`src/rtl/mdu_iter.sv`:
```
// Iterative RISC-V M-extension unit: shift-add multiply and restoring
// divide, one bit per cycle, with early exit for divide-by-zero/overflow.
module mdu_iter #(
    parameter int WIDTH = 32
) (
    input  logic             clk,
    input  logic             rst_n,
    input  logic             start,
    input  logic [2:0]       md_op,
    input  logic [WIDTH-1:0] operand1,
    input  logic [WIDTH-1:0] operand2,
    input  logic             flush,
    output logic             busy,
    output logic             valid,
    output logic [WIDTH-1:0] result
);

    localparam int CW = $clog2(WIDTH + 1);
    localparam logic [WIDTH-1:0] MIN_NEG = {1'b1, {(WIDTH-1){1'b0}}};

    typedef enum logic [1:0] {
        IDLE,
        CALC,
        DONE
    } state_t;

    state_t             state;
    logic [CW-1:0]      cnt;
    logic [2:0]         op_q;
    logic [WIDTH-1:0]   mag1_q;
    logic [WIDTH-1:0]   mag2_q;
    logic               neg_q;
    logic               rneg_q;
    logic [2*WIDTH-1:0] p;

    logic               s1_in;
    logic               s2_in;
    logic               n1_in;
    logic               n2_in;
    logic [WIDTH-1:0]   mag1_in;
    logic [WIDTH-1:0]   mag2_in;
    logic               div_zero;
    logic               div_ovf;
    logic [WIDTH-1:0]   early_res;

    assign s1_in = (md_op == 3'b001) | (md_op == 3'b010)
                 | (md_op == 3'b100) | (md_op == 3'b110);
    assign s2_in = (md_op == 3'b001) | (md_op == 3'b100)
                 | (md_op == 3'b110);
    assign n1_in = s1_in & operand1[WIDTH-1];
    assign n2_in = s2_in & operand2[WIDTH-1];
    assign mag1_in = n1_in ? -operand1 : operand1;
    assign mag2_in = n2_in ? -operand2 : operand2;

    assign div_zero = md_op[2] & (operand2 == '0);
    assign div_ovf  = md_op[2] & ~md_op[0]
                    & (operand1 == MIN_NEG) & (operand2 == '1);

    // Zero divisor takes precedence; overflow only applies to signed ops.
    always_comb begin
        early_res = '0;
        if (div_zero)
            early_res = md_op[1] ? operand1 : '1;
        else
            early_res = md_op[1] ? '0 : operand1;
    end

    logic [WIDTH:0]     mul_sum;
    logic [WIDTH:0]     rem_try;
    logic               rem_ge;
    logic [WIDTH-1:0]   rem_diff;
    logic [WIDTH-1:0]   rem_new;
    logic [2*WIDTH-1:0] p_nxt;

    assign mul_sum  = {1'b0, p[2*WIDTH-1:WIDTH]}
                    + (p[0] ? {1'b0, mag1_q} : '0);
    assign rem_try  = {p[2*WIDTH-1:WIDTH], p[WIDTH-1]};
    assign rem_ge   = rem_try >= {1'b0, mag2_q};
    assign rem_diff = rem_try[WIDTH-1:0] - mag2_q;
    assign rem_new  = rem_ge ? rem_diff : rem_try[WIDTH-1:0];

    // Multiply shifts the product right; divide shifts quotient bits in at the bottom.
    assign p_nxt = op_q[2] ? {rem_new, p[WIDTH-2:0], rem_ge}
                           : {mul_sum, p[WIDTH-1:1]};

    logic [2*WIDTH-1:0] prod_fix;
    logic [WIDTH-1:0]   quo_fix;
    logic [WIDTH-1:0]   rem_fix;
    logic [WIDTH-1:0]   fin_res;

    assign prod_fix = neg_q ? -p_nxt : p_nxt;
    assign quo_fix  = neg_q ? -p_nxt[WIDTH-1:0] : p_nxt[WIDTH-1:0];
    assign rem_fix  = rneg_q ? -p_nxt[2*WIDTH-1:WIDTH]
                             : p_nxt[2*WIDTH-1:WIDTH];

    always_comb begin
        fin_res = '0;
        if (op_q[2])
            fin_res = op_q[1] ? rem_fix : quo_fix;
        else if (op_q[1:0] == 2'b00)
            fin_res = prod_fix[WIDTH-1:0];
        else
            fin_res = prod_fix[2*WIDTH-1:WIDTH];
    end

    always_ff @(posedge clk or negedge rst_n) begin
        if (!rst_n) begin
            state  <= IDLE;
            cnt    <= '0;
            op_q   <= '0;
            mag1_q <= '0;
            mag2_q <= '0;
            neg_q  <= 1'b0;
            rneg_q <= 1'b0;
            p      <= '0;
            result <= '0;
        end else if (flush) begin
            state <= IDLE;
            cnt   <= '0;
        end else begin
            unique case (state)
                IDLE: begin
                    if (start) begin
                        op_q   <= md_op;
                        mag1_q <= mag1_in;
                        mag2_q <= mag2_in;
                        neg_q  <= n1_in ^ n2_in;
                        rneg_q <= n1_in;
                        p      <= {{WIDTH{1'b0}},
                                   md_op[2] ? mag1_in : mag2_in};
                        if (div_zero || div_ovf) begin
                            result <= early_res;
                            state  <= DONE;
                        end else begin
                            cnt   <= CW'(WIDTH);
                            state <= CALC;
                        end
                    end
                end
                CALC: begin
                    p   <= p_nxt;
                    cnt <= cnt - 1'b1;
                    if (cnt == CW'(1)) begin
                        result <= fin_res;
                        state  <= DONE;
                    end
                end
                DONE: begin
                    state <= IDLE;
                end
                default: begin
                    state <= IDLE;
                end
            endcase
        end
    end

    assign busy  = (state != IDLE);
    assign valid = (state == DONE);

endmodule

```
`config.mk`:
```
export PLATFORM = sky130hd
export DESIGN_NAME = mdu_iter
export DESIGN_NICKNAME = d
export VERILOG_FILES = /design/src/rtl/mdu_iter.sv
export SDC_FILE = /design/constraint.sdc
export NUM_CORES = 1
export LEC_CHECK = 0
export CAP_MARGIN = 20
export CORE_MARGIN = 10
export CORE_UTILIZATION = 35
export CTS_CLUSTER_SIZE = 40
export DETAILED_ROUTE_END_ITERATION = 16
export HOLD_SLACK_MARGIN = 0.05
export PLACE_DENSITY_LB_ADDON = 0.08
export SLEW_MARGIN = 25
export SYNTH_ARGS = -nofsm -noshare
export SYNTH_HDL_FRONTEND = slang
export SYNTH_SLANG_ARGS = --single-unit
```
`constraint.sdc`:
```
create_clock -name clk -period 6.9 [get_ports clk]
set_clock_uncertainty 0.1 [all_clocks]
set_input_delay 1.035 -clock clk [delete_from_list [all_inputs] [get_ports clk]]
set_output_delay 1.035 -clock clk [all_outputs]
set_load 0.005 [all_outputs]
```
==> flow_summary.ini <==
[logic_synthesis]
yosysSeqAreaShare = 0.254
syn_avg_cell_area_sq_um = 7.48
synth-compound-area-share = 0.272
yosys-top-cells-area = dfrtp_1, o21ai_0, nand2_1
synth-adder-area-share = 0.0545
ys.flop_type = dfrtp_1
synth_xor_area_frac = 0.0936
synth_area_sq_um = 17000
netlist_top_cells_count = nand2_1, o21ai_0, dfrtp_1
synth-edff-count = 0
synth_top_area_frac = 0.254
synthMostInstantiatedCell = nand2_1
yosysTopAreaCell = dfrtp_1
synth_nets = 2421
synth_mux_area_frac = 0.0466
synthSimpleGateAreaFrac = 0.233
yosys_warnings = 0
synth_seq_cells = 173
synthArstFlopShare = 1.00
synth_cell_types = 92
synth_top_family_by_area = compound AO/OA/AOI/OAI gates
synthCells = 2277

[critical_path]
rr_worst_depth = 18
worstReg2RegStart = p[37]
reg2reg_to = result[22]
path_cells = ha_1 -> a21oi_4 -> o21ai_2 -> a32o_1 -> o31a_1 -> o21ai_4 -> a21boi_0 -> ha_1 -> o21ai_0 -> or3_1 -> or2_2 -> or3_1 -> or2_0 -> nand2b_1 -> o21ai_0 -> xor2_1 -> o221ai_1 -> o21ai_0
end_kind = flip-flop
critPathLaunch = p[37]
critical_path.max_fanout = 13
crit_arrival_ns = 6.66
path_common_cell = o21ai_0
crit_type = flip-flop to flip-flop
r2r_slack_ns = 0.56
critical_path_required_ns = 7.22
cp-start-kind = flip-flop
critPathSlowestCell = or3_1
critPathMaxStageDelay_ns = 0.57
crit_end = result[22]

[worst_hold_path]
min_from = mag1_q[2]
hold_path_class = flip-flop to flip-flop

[global_routing]
grt_max_degree = 77
grt_util_met2 = 0.442
grt_busiest_layer = met2
grt_pass1_wl_mm = 120
grt_usage = 0.281
grtUsageMet1 = 0.372
grt_pass1_vias = 17400
use_met3 = 0.0544
antenna_found_initial = 0
overflow = 0

[power_and_ir_drop]
power.leakage_uw = 0.00782
ir_drop_uv = 239
power_density_nw_per_um2 = 434

[flow_run]
max_cap_violations = 0

[sta]
worstMarginPinSlew_ns = 1.15
drv_slew = 0
min_period_ns = 6.34
max_freq_ghz = 0.158
rsz0062_at_grt = no
setup_viol = 0
period_share = 0.919
tns_ns = 0
hold_viol = 0
slew_headroom = 0.231

[cts]
post_cts_buffers = 0
clkSinkCount = 173
cts-root-buf = clkbuf_16
clk_pin_slew_ns = 0.08
clkLatencyLatePin_ns = 0.51
ctsHoldBuffers = 0
htreeDepth = 4
ctsResizeCount = 0
cts_buffers = 17
cts_tree = done
cts_buffer_depth = 2

[floorplan]
initial_core_util = 0.355
die_h_um = 241
pin_count = 105
die_x_um = 241
rows = 80
core_sq_um = 47900
dieArea_sq_um = 57900

[layout]
final_area_sq_um = 19400
num-fill-cells = 5010
drive_above_1_share = 0.0654
diodes = 0
multiInputGateArea_sq_um = 12000
syn_to_final_growth_pct = 13.7
fin_cells = 2939
nNetsFinal = 2455
seqCellArea_sq_um = 4330

[routing]
drtAntennaViolNets = 0
wl_mm = 82.0
vias = 18034
drc = 0
via_per_inst = 6.14
initialDrtViolationCount = 1976
first_pass_iters = 6
wl_per_cell_um = 27.9

[placed_design]
gp_congestion = 0.954
io_buffers = 104
dpl_cell_area_sq_um = 18700
dp_hpwl_mm = 64.4
place_inst = 2907

[status]
status = complete, no violations
## area by class of cell
class,instances,area share
multi-input combinational,1900,0.618
sequential,173,0.224
timing repair buffer,152,0.0730
tap,615,0.0398
clock buffer,18,0.0227
inverter,67,0.0130
clock inverter,14,0.00912
## registers in the layout (all words and copies together) (netlist names)
register / cells
p: 64
mag1_q: 32
mag2_q: 32
result: 32
cnt: 6
op_q: 3
state: 2
neg_q: 1
rneg_q: 1
## per-stage QoR
stage | hold slack [ns] | utilization | power (uW) | worst slack (ns)
after floorplan | 0.342 | - | 5080 | 1.49
after global placement | 0.357 | 0.390 | 7220 | 0.770
after detailed placement | 0.366 | 0.391 | 7210 | 0.707
after CTS | 0.384 | 0.403 | 8330 | 0.651
after global routing | 0.398 | 0.404 | 8890 | 0.252
final | 0.375 | 0.404 | 8400 | 0.559
## logic make-up (layout without fill, tap and decap cells)
group | Yosys count | in the layout
flops | 173 | 173
simple gates | 829 | 829
fa+ha+maj | 73 | 73
xor+xnor | 182 | 182
buf+inv | 204 | 251
compound gates | 738 | 738
mux | 78 | 78
## routing by layer
layer,part of all wire,vias up
met5,0,-
met4,0.036,0
met3,0.077,121
met2,0.45,767
met1,0.43,8815
li1,-,8331
## cell usage in the layout, fill, tap and decap left out, types with 47 or more instances in the layout
master	synthesis	routed
nand2_1	319	319
o21ai_0	279	279
dfrtp_1	173	171
a21oi_1	163	163
nor2_1	164	162
xnor2_1	105	103
clkdlybuf4s50_1	0	102
xor2_1	77	77
ha_1	71	71
mux2i_1	68	68
inv_1	65	65
nor3_1	57	56
buf_4	1	47
## report_power, final
part | internal [uW] | switching, uW | total (uW)
combinational | 2010 | 3630 | 5630
clock | 559 | 533 | 1090
sequential | 1340 | 343 | 1680
total | 3900 | 4500 | 8400
## worst max-delay path: cells and delay by family (launching register included)
family / cells / cell delay (ns)
xor+xnor: 1 / 0.19
compound gates: 10 / 2.85
flops: 1 / 0.43
simple gates: 5 / 2.00
fa+ha+maj: 2 / 0.66
## how the worst min path moves through the flow
stage	end	slack [ns]	depth (start not counted)
2_1_floorplan	mag1_q[0]	0.34	2
3_3_place_gp	mag1_q[30]	0.36	2
3_5_place_dp	mag1_q[4]	0.37	2
4_1_cts	mag1_q[4]	0.38	2
5_1_grt	mag2_q[5]	0.40	2
6_report	mag1_q[2]	0.38	2
Note: power is estimated with default switching activity, not from simulation.
